## config.mk

```make
export PLATFORM = sky130hd
export DESIGN_NAME = video_stream_unpacker_flat
export DESIGN_NICKNAME = d
export VERILOG_FILES = /design/src/rtl/video_stream_unpacker_if.sv /design/src/rtl/video_stream_unpacker.sv /design/src/flat_wrapper.sv
export SDC_FILE = /design/constraint.sdc
export NUM_CORES = 1
export LEC_CHECK = 0
export ABC_CLOCK_PERIOD_IN_PS = 7800
export BUFFER_PORTS_ARGS = -buffer_cell sky130_fd_sc_hd__buf_4
export CAP_MARGIN = 20
export CORE_MARGIN = 2
export CORE_UTILIZATION = 32
export CTS_CLUSTER_SIZE = 14
export DETAILED_ROUTE_END_ITERATION = 16
export PLACE_DENSITY_LB_ADDON = 0.05
export SYNTH_ARGS = -nofsm -noshare
export SYNTH_HDL_FRONTEND = slang
export SYNTH_SLANG_ARGS = --single-unit
```

## constraint.sdc

```tcl
create_clock -name aclk -period 7.8 [get_ports aclk]
set_clock_uncertainty 0.05 [all_clocks]
set_input_delay 0 -clock aclk [delete_from_list [all_inputs] [get_ports aclk]]
set_output_delay 0 -clock aclk [all_outputs]
set_load 0.01 [all_outputs]
```

## src/rtl/video_stream_unpacker_if.sv

```systemverilog
// Packed 24-bit RGB stream in, one pixel per handshake out.
// No logic of its own; bundles the stream side and the pixel side.
// Stream side: tvalid/tready. Pixel side: pix_valid/pix_ready.
interface video_stream_unpacker_if;
  logic [31:0] in_stream_tdata;
  logic [3:0]  in_stream_tkeep;
  logic        in_stream_tlast;
  logic        in_stream_tuser;
  logic        in_stream_tvalid;
  logic        in_stream_tready;
  logic [7:0]  pix_r;
  logic [7:0]  pix_g;
  logic [7:0]  pix_b;
  logic [10:0] pix_x;
  logic [10:0] pix_y;
  logic        pix_sof;
  logic        pix_eol;
  logic        pix_valid;
  logic        pix_ready;

  // Producer of the stream and consumer of the pixels
  modport master (
    output in_stream_tdata, in_stream_tkeep, in_stream_tlast, in_stream_tuser, in_stream_tvalid,
    input  in_stream_tready,
    input  pix_r, pix_g, pix_b, pix_x, pix_y, pix_sof, pix_eol, pix_valid,
    output pix_ready
  );

  // The unpacker itself
  modport slave (
    input  in_stream_tdata, in_stream_tkeep, in_stream_tlast, in_stream_tuser, in_stream_tvalid,
    output in_stream_tready,
    output pix_r, pix_g, pix_b, pix_x, pix_y, pix_sof, pix_eol, pix_valid,
    input  pix_ready
  );
endinterface

```

## src/rtl/video_stream_unpacker.sv

```systemverilog
// Unpacks 4 RGB pixels from 3 stream words, tracks x/y and checks SOF/EOL framing.
// Latency: pixel valid the cycle after the accepting edge; 4 pixels per 4 cycles sustained.
// Backpressure: pix_ready low holds the pixel register and drops in_stream_tready.
module video_stream_unpacker #(
  parameter int X_SIZE    = 640,
  parameter int Y_SIZE    = 480,
  parameter int ERR_WIDTH = 16
) (
  input  logic                 aclk,
  input  logic                 aresetn,
  video_stream_unpacker_if.slave vid,
  output logic                 locked,
  output logic [7:0]           frame_count,
  output logic [ERR_WIDTH-1:0] err_count
);

  typedef enum logic [2:0] {HUNT, P0, P1, P2, EMIT3} state_t;

  localparam logic [10:0] X_LAST  = 11'(X_SIZE - 1);
  localparam logic [10:0] X_TLAST = 11'(X_SIZE - 2);
  localparam logic [10:0] Y_LAST  = 11'(Y_SIZE - 1);

  state_t      state, state_nxt, eff;
  logic [10:0] x, y;          // coordinate of the next pixel to emit
  logic [10:0] px_x, px_y;    // coordinate of the pixel emitted this cycle
  logic [23:0] sav, sav_nxt;  // leftover bytes, oldest in [7:0]
  logic [23:0] emit_rgb;
  logic [7:0]  by0, by1, by2, by3;
  logic        tready_int, slot_free, accept, restart, proc, emit;
  logic        tuser_err, eol_expected, early_eol, eol_miss, err;
  logic        tkeep_unused;

  // Every lane is always populated, so tkeep carries no information
  assign tkeep_unused = ^vid.in_stream_tkeep;

  assign {by3, by2, by1, by0} = vid.in_stream_tdata;
  assign slot_free = !vid.pix_valid || vid.pix_ready;
  assign vid.in_stream_tready = tready_int && aresetn;
  assign accept  = vid.in_stream_tvalid && vid.in_stream_tready;
  // Any accepted tuser word starts a frame; it is processed as P0 at (0,0)
  assign restart = accept && vid.in_stream_tuser;
  assign proc    = accept && (state != HUNT || restart);
  assign eff     = restart ? P0 : state;

  assign tuser_err    = restart && state != HUNT && !(state == P0 && x == '0 && y == '0);
  assign eol_expected = proc && eff == P2 && x == X_TLAST;
  assign early_eol    = proc && vid.in_stream_tlast && !eol_expected;
  assign eol_miss     = eol_expected && !vid.in_stream_tlast;
  assign err          = tuser_err || early_eol || eol_miss;

  // State register
  always_ff @(posedge aclk or negedge aresetn) begin
    if (!aresetn) state <= HUNT;
    else          state <= state_nxt;
  end

  // Next state: advance per accepted word, early EOL skips EMIT3
  always_comb begin
    state_nxt = state;
    if (proc) begin
      case (eff)
        P0:      state_nxt = P1;
        P1:      state_nxt = P2;
        P2:      state_nxt = EMIT3;
        default: state_nxt = state;
      endcase
      if (early_eol) state_nxt = P0;
    end else if (state == EMIT3 && slot_free) begin
      state_nxt = P0;
    end
  end

  // FSM output: input ready, held low while the fourth pixel drains
  always_comb begin
    tready_int = 1'b0;
    case (state)
      HUNT:       tready_int = 1'b1;
      P0, P1, P2: tready_int = slot_free;
      default:    tready_int = 1'b0;
    endcase
  end

  // Pixel assembly from the current word and the saved bytes
  always_comb begin
    emit     = 1'b0;
    emit_rgb = '0;
    sav_nxt  = sav;
    px_x     = restart ? 11'd0 : x;
    px_y     = restart ? 11'd0 : y;
    if (proc) begin
      emit = 1'b1;
      case (eff)
        P0: begin
          emit_rgb = {by0, by1, by2};
          sav_nxt  = {sav[23:8], by3};
        end
        P1: begin
          emit_rgb = {sav[7:0], by0, by1};
          sav_nxt  = {sav[23:16], by3, by2};
        end
        P2: begin
          emit_rgb = {sav[7:0], sav[15:8], by0};
          sav_nxt  = {by3, by2, by1};
        end
        default: emit_rgb = '0;
      endcase
    end else if (state == EMIT3 && slot_free) begin
      emit     = 1'b1;
      emit_rgb = {sav[7:0], sav[15:8], sav[23:16]};
    end
  end

  // Pixel register, coordinates and saved bytes
  always_ff @(posedge aclk or negedge aresetn) begin
    if (!aresetn) begin
      vid.pix_r     <= '0;
      vid.pix_g     <= '0;
      vid.pix_b     <= '0;
      vid.pix_x     <= '0;
      vid.pix_y     <= '0;
      vid.pix_sof   <= 1'b0;
      vid.pix_eol   <= 1'b0;
      vid.pix_valid <= 1'b0;
      x             <= '0;
      y             <= '0;
      sav           <= '0;
    end else begin
      sav <= sav_nxt;
      if (emit) begin
        vid.pix_r     <= emit_rgb[23:16];
        vid.pix_g     <= emit_rgb[15:8];
        vid.pix_b     <= emit_rgb[7:0];
        vid.pix_x     <= px_x;
        vid.pix_y     <= px_y;
        vid.pix_sof   <= (px_x == '0) && (px_y == '0);
        vid.pix_eol   <= (px_x == X_LAST);
        vid.pix_valid <= 1'b1;
        if (early_eol || px_x == X_LAST) begin
          x <= '0;
          y <= (px_y == Y_LAST) ? 11'd0 : px_y + 11'd1;
        end else begin
          x <= px_x + 11'd1;
          y <= px_y;
        end
      end else if (vid.pix_ready) begin
        vid.pix_valid <= 1'b0;
      end
    end
  end

  // Lock, frame and saturating error counters
  always_ff @(posedge aclk or negedge aresetn) begin
    if (!aresetn) begin
      locked      <= 1'b0;
      frame_count <= '0;
      err_count   <= '0;
    end else begin
      if (restart) begin
        locked      <= 1'b1;
        frame_count <= frame_count + 8'd1;
      end
      if (err && err_count != '1) err_count <= err_count + 1'b1;
    end
  end

endmodule

```

## src/flat_wrapper.sv

```systemverilog
// flat-port wrapper written by rule: the top's interface ports become plain ports
module video_stream_unpacker_flat 
#(
  parameter int X_SIZE    = 640,
  parameter int Y_SIZE    = 480,
  parameter int ERR_WIDTH = 16
)
  (aclk, aresetn, locked, frame_count, err_count, vid_in_stream_tdata, vid_in_stream_tkeep, vid_in_stream_tlast, vid_in_stream_tuser, vid_in_stream_tvalid, vid_in_stream_tready, vid_pix_r, vid_pix_g, vid_pix_b, vid_pix_x, vid_pix_y, vid_pix_sof, vid_pix_eol, vid_pix_valid, vid_pix_ready);
  video_stream_unpacker_if vid_i ();
  input  logic aclk;
  input  logic aresetn;
  output logic locked;
  output logic [7:0] frame_count;
  output logic [ERR_WIDTH-1:0] err_count;
  input wire logic [$bits(vid_i.in_stream_tdata)-1:0] vid_in_stream_tdata;
  input wire logic [$bits(vid_i.in_stream_tkeep)-1:0] vid_in_stream_tkeep;
  input wire logic [$bits(vid_i.in_stream_tlast)-1:0] vid_in_stream_tlast;
  input wire logic [$bits(vid_i.in_stream_tuser)-1:0] vid_in_stream_tuser;
  input wire logic [$bits(vid_i.in_stream_tvalid)-1:0] vid_in_stream_tvalid;
  output wire logic [$bits(vid_i.in_stream_tready)-1:0] vid_in_stream_tready;
  output wire logic [$bits(vid_i.pix_r)-1:0] vid_pix_r;
  output wire logic [$bits(vid_i.pix_g)-1:0] vid_pix_g;
  output wire logic [$bits(vid_i.pix_b)-1:0] vid_pix_b;
  output wire logic [$bits(vid_i.pix_x)-1:0] vid_pix_x;
  output wire logic [$bits(vid_i.pix_y)-1:0] vid_pix_y;
  output wire logic [$bits(vid_i.pix_sof)-1:0] vid_pix_sof;
  output wire logic [$bits(vid_i.pix_eol)-1:0] vid_pix_eol;
  output wire logic [$bits(vid_i.pix_valid)-1:0] vid_pix_valid;
  input wire logic [$bits(vid_i.pix_ready)-1:0] vid_pix_ready;
  assign vid_i.in_stream_tdata = vid_in_stream_tdata;
  assign vid_i.in_stream_tkeep = vid_in_stream_tkeep;
  assign vid_i.in_stream_tlast = vid_in_stream_tlast;
  assign vid_i.in_stream_tuser = vid_in_stream_tuser;
  assign vid_i.in_stream_tvalid = vid_in_stream_tvalid;
  assign vid_in_stream_tready = vid_i.in_stream_tready;
  assign vid_pix_r = vid_i.pix_r;
  assign vid_pix_g = vid_i.pix_g;
  assign vid_pix_b = vid_i.pix_b;
  assign vid_pix_x = vid_i.pix_x;
  assign vid_pix_y = vid_i.pix_y;
  assign vid_pix_sof = vid_i.pix_sof;
  assign vid_pix_eol = vid_i.pix_eol;
  assign vid_pix_valid = vid_i.pix_valid;
  assign vid_i.pix_ready = vid_pix_ready;
  video_stream_unpacker #(.X_SIZE(X_SIZE), .Y_SIZE(Y_SIZE), .ERR_WIDTH(ERR_WIDTH)) u_core (.aclk(aclk), .aresetn(aresetn), .vid(vid_i), .locked(locked), .frame_count(frame_count), .err_count(err_count));
endmodule
```

==> results of run 1 <==
registers in the layout (all words and copies together) (netlist names):
register	flops
u_core.frame_count	8
u_core.vid.pix_y	11
u_core.vid.pix_sof	1
u_core.vid.pix_eol	1
u_core.vid.pix_r	8
u_core.vid.pix_x	11
u_core.y	11
u_core.vid.pix_b	8
u_core.vid.pix_valid	1
u_core.state	3
u_core.locked	1
u_core.err_count	16
u_core.x	11
u_core.sav	24
u_core.vid.pix_g	8
power by group through the flow:
stage / Combinational [uW] / Sequential (uW) / Clock, uW
final: 966 / 988 / 859
after global routing: 1080 / 1020 / 909
after CTS: 975 / 988 / 882
after detailed placement: 951 / 996 / 0
after global placement: 937 / 992 / 0
after floorplan: 552 / 1010 / 0
metal layers:
layer | global-route usage (%) | up-vias | wire [um]
met5 | 0 | - | 0
met4 | 5.73 | 0 | 199
met3 | 4.33 | 18 | 757
met2 | 29.9 | 134 | 8790
met1 | 24.0 | 2614 | 8310
li1 | - | 2594 | -
logic make-up (layout without fill, tap and decap cells):
family	count (synthesis)	after routing	share of synthesized area, %
xor+xnor	22	22	3.11
simple gates	274	274	21.9
compound gates	131	131	14.0
mux	35	35	6.03
fa+ha+maj	6	6	1.21
buf+inv	56	208	4.06
flops	123	123	49.7
worst max-delay path: stages (launching register included):
cell       delay (ps)
dfrtp_1           320
buf_4             420
nor2_4            120
o2111ai_4         200
buf_4             430
nand2_1           170
inv_1             110
ha_1              240
and3_1            250
nand4_1           130
nand2b_1          200
nand2_2           310
nand3_2           180
or4b_1            530
nand3_1            90
final cells by class:
class                      count  area share (%)
tap                          260            3.93
timing repair buffer         157            15.4
clock inverter                10            1.97
sequential                   123            37.2
inverter                      19           0.863
multi-input combinational    468            34.7
clock buffer                  22            5.86
worst max path at each step:
| stage | start | slack, ps | to |
|---|---|---|---|
| floorplan | u_core.vid.pix_valid | 4770 | u_core.y[3] |
| global placement | u_core.state[0] | 3890 | u_core.x[9] |
| detailed placement | u_core.state[0] | 3830 | u_core.x[9] |
| CTS | u_core.state[0] | 3840 | u_core.x[9] |
| global route | u_core.state[0] | 3650 | u_core.y[3] |
| finish | u_core.state[0] | 3940 | u_core.y[3] |
cell usage in the layout (no fill, tap or decap), drive strengths merged, types with 6 or more instances in the layout:
cell / n
nor3: 7
ha: 6
xnor2: 13
buf: 121
a21oi: 11
o21ai: 70
mux2: 18
xor2: 9
a221oi: 8
mux2i: 17
and3: 11
dfrtp: 123
a22o: 8
inv: 19
a222oi: 7
a221o: 8
nor2: 29
nand3: 44
clkbuf: 22
dlygate4sd3: 36
nand4: 15
nand2: 127
per-stage QoR:
stage                     hold WS (ps)  utilization (%)  worst slack, ps  power, uW
final                             16.0             43.9             3940       2810
after global routing              32.9             43.9             3650       3000
after detailed placement          -212             38.5             3830       1950
after CTS                         5.56             43.8             3840       2840
after floorplan                   -346                -             4770       1560
after global placement            -213             38.5             3890       1930
==> impl_metrics.yaml, run 1 <==
yosys:
  avgSynthCellArea_um2: 9.56
  synth.distinct_cells: 57
  yosysMostFrequentCell: "nand2_1"
  synthFlopType: "dfrtp_1"
  syn-num-nets: 695
  ys_warn_count: 0
  synth_area_leader_cell: "dfrtp_1"
  seq_area_frac_synth_pct: 49.7
  syn_area_um2: 6190
  async_reset_ff_share_pct: 100
  synth_top_area_share_pct: 49.7
  synthTopCellsByCount: "nand2_1 (126), dfrtp_1 (123), o21ai_0 (64), nand3_1 (43), nor2_1 (28)"
  synth-edff-count: 0
  ys_ff_latch: 123
  synth_area_leaders: "dfrtp_1 (50%), nand2_1 (7.6%), o21ai_0 (5.2%)"
  synth_cells: 647
floorplan:
  coreArea_um2: 18800
  fp-row-count: 50
  start_util_pct: 32.9
  die-area_um2: 20500
  ios: 117
  die_w_um: 143
  dieHeight_um: 143
power:
  vdd_drop_max_uv: 172
  swShare_pct: 35.3
  clkPwrFrac_pct: 30.5
  internal_power_uw: 1820
  p_leak_uw: 0.00400
  power.density_nw_per_um2: 340
  p_seq_share_pct: 35.1
  p_switching_uw: 994
  p_comb_share_pct: 34.3
clock_network:
  numCtsBuffers: 17
  cts_tree: "done"
  clk_pin_slew_ps: 60
  hold_buffers: 36
  clockBufferDepth: 2
  ctsResizeCount: 0
  cts_post_setup_buffers_inserted: 0
  htreeDepth: 4
  clk_latency_ps: 420
  clock-sinks: 123
  root_buffer: "clkbuf_16"
critical_path:
  end_kind: "flip-flop"
  r2r_slack_ps: 3940
  path_class: "reg2reg"
  required_ps: 8100
  r2r-start: "u_core.state[0]"
  reg2reg_depth: 14
  start_kind: "flip-flop"
  r2r_end: "u_core.y[3]"
  crit_fanout: 42
  arrival_ps: 4160
detailed_routing:
  drt_pass1_iterations: 6
  drc_errors: 0
  routed_wl_um: 18100
  num_vias: 5360
  ant_nets: 0
  vias_per_cell: 5.06
  wl_per_cell_um: 17.1
  drtIter0Drc: 347
finish:
  antenna_cells: 0
  syn_to_final_growth_pct: 33.6
  final_nets: 834
  final_cells: 1059
  stdcell_area_um2: 8270
  drive_gt1_share_pct: 22.5
  fillers: 1829
  regArea_um2: 3080
  multi_input_area_um2: 2870
placed_design:
  dp_cells: 990
  gp_congestion: 0.789
  post_dp_cell_area_um2: 7250
  dp_hpwl_um: 12100
  port_buffers: 112
global_routing:
  antenna_found_initial: 0
  gr-total-overflow: 0
  grt_pass1_wl_um: 28700
  grt_pass1_vias: 5301
  grt_start_max_net_pins: 61
  grt_usage_pct: 18.3
sta:
  hold_viol_final: 0
  timing.slew.headroom_pct: 36.1
  period_share_pct: 49.5
  period_needed_ps: 3860
  finalSetupViolCount: 0
  tightest_slew_ps: 958
  rsz0062_at_grt: "false"
  maxSlewViolCount: 0
  fmax_mhz: 259
  tns_ps: 0
worst_hold_path:
  hp-start: "vid_in_stream_tdata[10]"
  min_path_type: "in2reg"
  min_to: "u_core.vid.pix_g[2]"
  hold_depth: 4
status:
  outcome: "complete, no violations"
run:
  maxCapViolCount: 0
(Power assumes the default switching activity.)
==> run 2, diff against run 1 <==
ABC_CLOCK_PERIOD_IN_PS = 3700   (was 7800)
clock period = 3.7 ns   (was 7.8 ns; I/O delays follow)
==> impl_metrics.yaml, run 2 (synthesis gave the netlist of run 1 again) <==
power:
  p_switching_uw: 2090
  power.density_nw_per_um2: 709
  p_comb_share_pct: 35.0
  vdd_drop_max_uv: 399
  swShare_pct: 35.8
  p_leak_uw: 0.00399
  clkPwrFrac_pct: 29.2
  internal_power_uw: 3750
  p_seq_share_pct: 35.8
critical_path:
  crit_fanout: 16
  required_ps: 4000
  crit_start: "u_core.vid.pix_valid"
  r2r_slack_ps: 580
  path_class: "reg2reg"
  start_kind: "flip-flop"
  arrival_ps: 3410
  r2r-start: "u_core.vid.pix_valid"
  end_kind: "flip-flop"
detailed_routing:
  vias_per_cell: 5.05
  num_vias: 5346
  drt_pass1_iterations: 6
  wl_per_cell_um: 17.2
  routed_wl_um: 18200
  drc_errors: 0
  drtIter0Drc: 308
  ant_nets: 0
sta:
  tns_ps: 0
  timing.slew.headroom_pct: 31.6
  hold_viol_final: 0
  tightest_slew_ps: 1030
  period_share_pct: 84.2
  maxSlewViolCount: 0
  rsz0062_at_grt: "false"
  period_needed_ps: 3120
  finalSetupViolCount: 0
  fmax_mhz: 321
finish:
  final_common_cell: "nand2_1"
  fin_util_pct: 43.7
  drive_gt1_share_pct: 22.8
  top_register: "u_core.sav"
  syn_to_final_growth_pct: 32.9
  reg_top3: "u_core.sav x24, u_core.err_count x16"
  antenna_cells: 0
  final_nets: 835
  mostFrequentLayoutCells: "nand2_1 (126), buf_4 (124), dfrtp_1 (123)"
  largest_register_ffs: 24
clock_network:
  cts_post_setup_buffers_inserted: 0
  htreeDepth: 4
  ctsResizeCount: 0
  hold_buffers: 34
  clock-sinks: 123
  clk_latency_ps: 420
  cts_tree: "done"
  numCtsBuffers: 17
  clockBufferDepth: 2
  clk_pin_slew_ps: 50
  root_buffer: "clkbuf_16"
global_routing:
  grt_pass1_wl_um: 29600
  gr-total-overflow: 0
  antenna_found_initial: 0
  grt_pass1_vias: 5528
  grt_usage_pct: 18.8
  grt_start_max_net_pins: 66
floorplan:
  dieHeight_um: 143
  die_w_um: 143
  fp-row-count: 50
  start_util_pct: 32.9
  die-area_um2: 20500
  ios: 117
  coreArea_um2: 18800
placed_design:
  dp_hpwl_um: 12400
  port_buffers: 112
  gp_congestion: 0.809
worst_hold_path:
  hp-start: "vid_in_stream_tdata[9]"
  min_path_type: "in2reg"
status:
  outcome: "complete, no violations"
run:
  maxCapViolCount: 0
## run 2: layout make-up
type / instances / area [um2]
clock buffer: 25 / 526
clock inverter: 6 / 82.6
fill: 1838 / 10600
inverter: 19 / 71.3
multi-input combinational: 468 / 2870
sequential: 123 / 3080
tap: 260 / 325
timing repair buffer: 158 / 1270
## run 2: per-layer routing
metal	part of all wire (%)	GRT usage (%)
met5	0	0
met4	1.5	6.15
met3	4.6	4.02
met2	48	30.9
met1	46	24.6
## run 2: power groups by stage
stage | Clock [uW] | Combinational [uW] | Sequential [uW]
2_1_floorplan | 0 | 1160 | 2120
3_3_place_gp | 0 | 2000 | 2090
3_5_place_dp | 0 | 2030 | 2110
4_1_cts | 1750 | 2070 | 2090
5_1_grt | 1810 | 2290 | 2150
6_report | 1700 | 2040 | 2090
## run 2: worst max-delay path: stages (launching register included)
cell and delay, ps:
dfrtp_1 340, nand2b_1 190, o2111ai_4 350, nand2_1 150, inv_1 100, ha_1 210, and3_1 230, nand4_1 130
nand2b_1 200, nand2_2 300, nand3_2 150, or4b_1 530, nand3_1 90
## run 2: through the flow
stage	setup WS [ps]	instances	power (uW)	hold WS (ps)	instance area, um2
after floorplan	669	647	3290	-346	6190
after global placement	647	994	4100	178	7280
after detailed placement	575	994	4130	192	7280
after CTS	555	1059	5900	2.04	8220
after global routing	327	1059	6240	14.2	8220
final	584	1059	5830	5.97	8220
## run 2: path summary, 6_finish.rpt
check | end | depth (start not counted)
max reg2reg | u_core.y[3] | 12
max in group asynchronous | u_core.err_count[12] | 4
min in group asynchronous | u_core.vid.pix_x[2] | 3
min reg2reg | u_core.vid.pix_x[5] | 2
max | u_core.y[3] | 12
min | u_core.vid.pix_g[1] | 4
==> run 3, diff against run 2 <==
ABC_AREA = 1   (was not set)
ABC_CLOCK_PERIOD_IN_PS = 2500   (was 3700)
clock period = 2.5 ns   (was 3.7 ns; I/O delays follow)
==> impl_metrics.yaml, run 3 <==
clock_network:
  clock-sinks: 123
  clk_latency_ps: 420
  numCtsBuffers: 17
  htreeDepth: 4
  clockBufferDepth: 2
  root_buffer: "clkbuf_16"
  clk_pin_slew_ps: 60
  cts_tree: "done"
detailed_routing:
  ant_nets: 0
  vias_per_cell: 4.78
  wl_per_cell_um: 15.5
  routed_wl_um: 19900
  drtIter0Drc: 317
  drt_pass1_iterations: 5
  num_vias: 6139
  drc_errors: 0
finish:
  regArea_um2: 3080
  final_nets: 1048
  reg_top3: "u_core.sav x24, u_core.err_count x16"
  mostFrequentLayoutCells: "nand2_1 (226), buf_4 (146), dfrtp_1 (123)"
  multi_input_area_um2: 3020
  drive_gt1_share_pct: 20.5
  final_common_cell: "nand2_1"
  antenna_cells: 0
  largest_register_ffs: 24
  top_register: "u_core.sav"
  fillers: 2106
  syn_to_final_growth_pct: 34.2
  stdcell_area_um2: 8820
global_routing:
  gr-total-overflow: 0
  grt_pass1_vias: 5961
  grt_usage_pct: 18.9
  antenna_found_initial: 0
  grt_start_max_net_pins: 124
  grt_pass1_wl_um: 32400
yosys:
  syn_area_um2: 6570
  ys_ff_latch: 123
  synthTopCellsByCount: "nand2_1 (227), dfrtp_1 (123), inv_1 (80), nand3_1 (72)"
  synth.distinct_cells: 39
  synthFlopType: "dfrtp_1"
  synth_area_leaders: "dfrtp_1 (47%), nand2_1 (13%), nand3_1 (5.5%)"
  synth_cells: 837
  seq_area_frac_synth_pct: 46.8
  async_reset_ff_share_pct: 100
  synth-edff-count: 0
  syn-num-nets: 885
  avgSynthCellArea_um2: 7.85
  synth_top_area_share_pct: 46.8
  synth_area_leader_cell: "dfrtp_1"
  ys_warn_count: 0
  yosysMostFrequentCell: "nand2_1"
floorplan:
  die-area_um2: 21700
  start_util_pct: 32.6
  dieHeight_um: 147
  coreArea_um2: 20200
  die_w_um: 147
  ios: 117
  fp-row-count: 52
critical_path:
  path_class: "reg2reg"
  crit_start: "u_core.vid.pix_valid"
  crit_chain: "inv_1 -> nor2_2 -> nand2_2 -> nand4_4 -> nand2_1 -> inv_1 -> ha_1 -> nand2_1 -> nand3b_1 -> buf_4 -> nor3_1 -> nand3_1 -> nand3_1 -> nand2_1"
  required_ps: 2760
  reg2reg_depth: 14
  path_depth: 14
  start_kind: "flip-flop"
  crit_slowest_cell: "dfrtp_1"
  path_buf_inv: 3
  crit_fanout: 7
  r2r_slack_ps: 240
  end_kind: "flip-flop"
  arrival_ps: 2520
  cp-endpoint: "u_core.y[8]"
  crit_family: "simple AND/OR/NAND/NOR gates"
  cp_common_cell: "nand2_1"
  r2r_end: "u_core.y[8]"
  r2r-start: "u_core.vid.pix_valid"
  slowest_delay_ps: 340
run:
  maxCapViolCount: 0
sta:
  whs_ps: 7.94
  tns_ps: 0
  rsz0062_at_grt: "false"
  hold_viol_final: 0
  fmax_mhz: 442
  timing.slew.headroom_pct: 47.1
  period_needed_ps: 2260
  period_share_pct: 90.6
  tightest_slew_ps: 794
  maxSlewViolCount: 0
  finalSetupViolCount: 0
placed_design:
  gp_congestion: 0.799
  dp_hpwl_um: 13500
  post_dp_cell_area_um2: 7890
  port_buffers: 112
power:
  vdd_drop_max_uv: 565
  power.density_nw_per_um2: 978
  p_leak_uw: 0.00432
worst_hold_path:
  min_path_type: "in2reg"
status:
  outcome: "complete, no violations"
==> run 3: cell count changes after synthesis, moves of 21 or more <==
cell | before | now
a21oi_1 | 11 | 32
inv_1 | 19 | 80
nand3_1 | 43 | 72
nand2_1 | 126 | 227
o22ai_1 | 0 | 28
nor2_1 | 28 | 66
==> run 3: how the worst min path moves through the flow <==
stage,startpoint,end,slack (ps),cells after the start
after floorplan,aresetn,u_core.err_count[0],-350,0
after global placement,vid_pix_ready,u_core.vid.pix_valid,160,2
after detailed placement,vid_pix_ready,u_core.vid.pix_valid,170,2
after CTS,vid_in_stream_tdata[1],u_core.vid.pix_g[1],10,5
after global routing,vid_in_stream_tdata[1],u_core.vid.pix_g[1],50,5
final,vid_in_stream_tdata[1],u_core.vid.pix_r[1],8,5
==> run 3: worst min-delay path, stage by stage <==
cell and delay, ps:
buf_4 80, inv_1 70, o21ai_0 170, nand2_1 50
nand3_1 60
==> run 3: layout make-up <==
cell class / instances / share of cell area, %
clock buffers: 18 / 4.98
inverters: 82 / 3.49
repair buffers: 182 / 16.9
clock inverters: 14 / 1.67
multi-input cells: 594 / 34.3
flip-flops and latches: 123 / 34.9
well taps: 270 / 3.83
==> run 3: per-layer routing <==
metal	track usage, %	vias to the layer above	share of wire [%]
met5	0	-	0
met4	5.82	0	1.1
met3	3.20	20	3.5
met2	29.8	133	46
met1	26.8	2885	49
li1	-	3101	-
==> run 3: logic make-up (layout without fill, tap and decap cells) <==
kind of cell / after synthesis / count (layout) / synth area share, %
flops: 123 / 123 / 46.8
buf+inv: 120 / 296 / 7.64
compound gates: 150 / 150 / 13.2
simple gates: 411 / 411 / 27.6
fa+ha+maj: 6 / 6 / 1.14
xor+xnor: 27 / 27 / 3.60
==> run 3: timing repair <==
item	4_1_cts	5_1_grt
hold buffers	33	0
buffers inserted	0	0
resized for setup	0	3
endpoints found under the hold margin	169	0
endpoints found under the setup margin	0	7
==> run 3: power breakdown <==
group | switching (uW) | internal (uW)
sequential | 433 | 2570
combinational | 1840 | 1320
clock | 971 | 1490
total | 3240 | 5380
==> run 3: per-stage QoR <==
stage / worst slack, ps / utilization (%) / std cells / total power [uW]
floorplan: 0.389 / - / 837 / 4760
global placement: 193 / 39.1 / 1218 / 6170
detailed placement: 174 / 39.1 / 1218 / 6170
CTS: 154 / 43.7 / 1283 / 8740
global route: 28.8 / 43.7 / 1283 / 9240
finish: 236 / 43.7 / 1283 / 8630
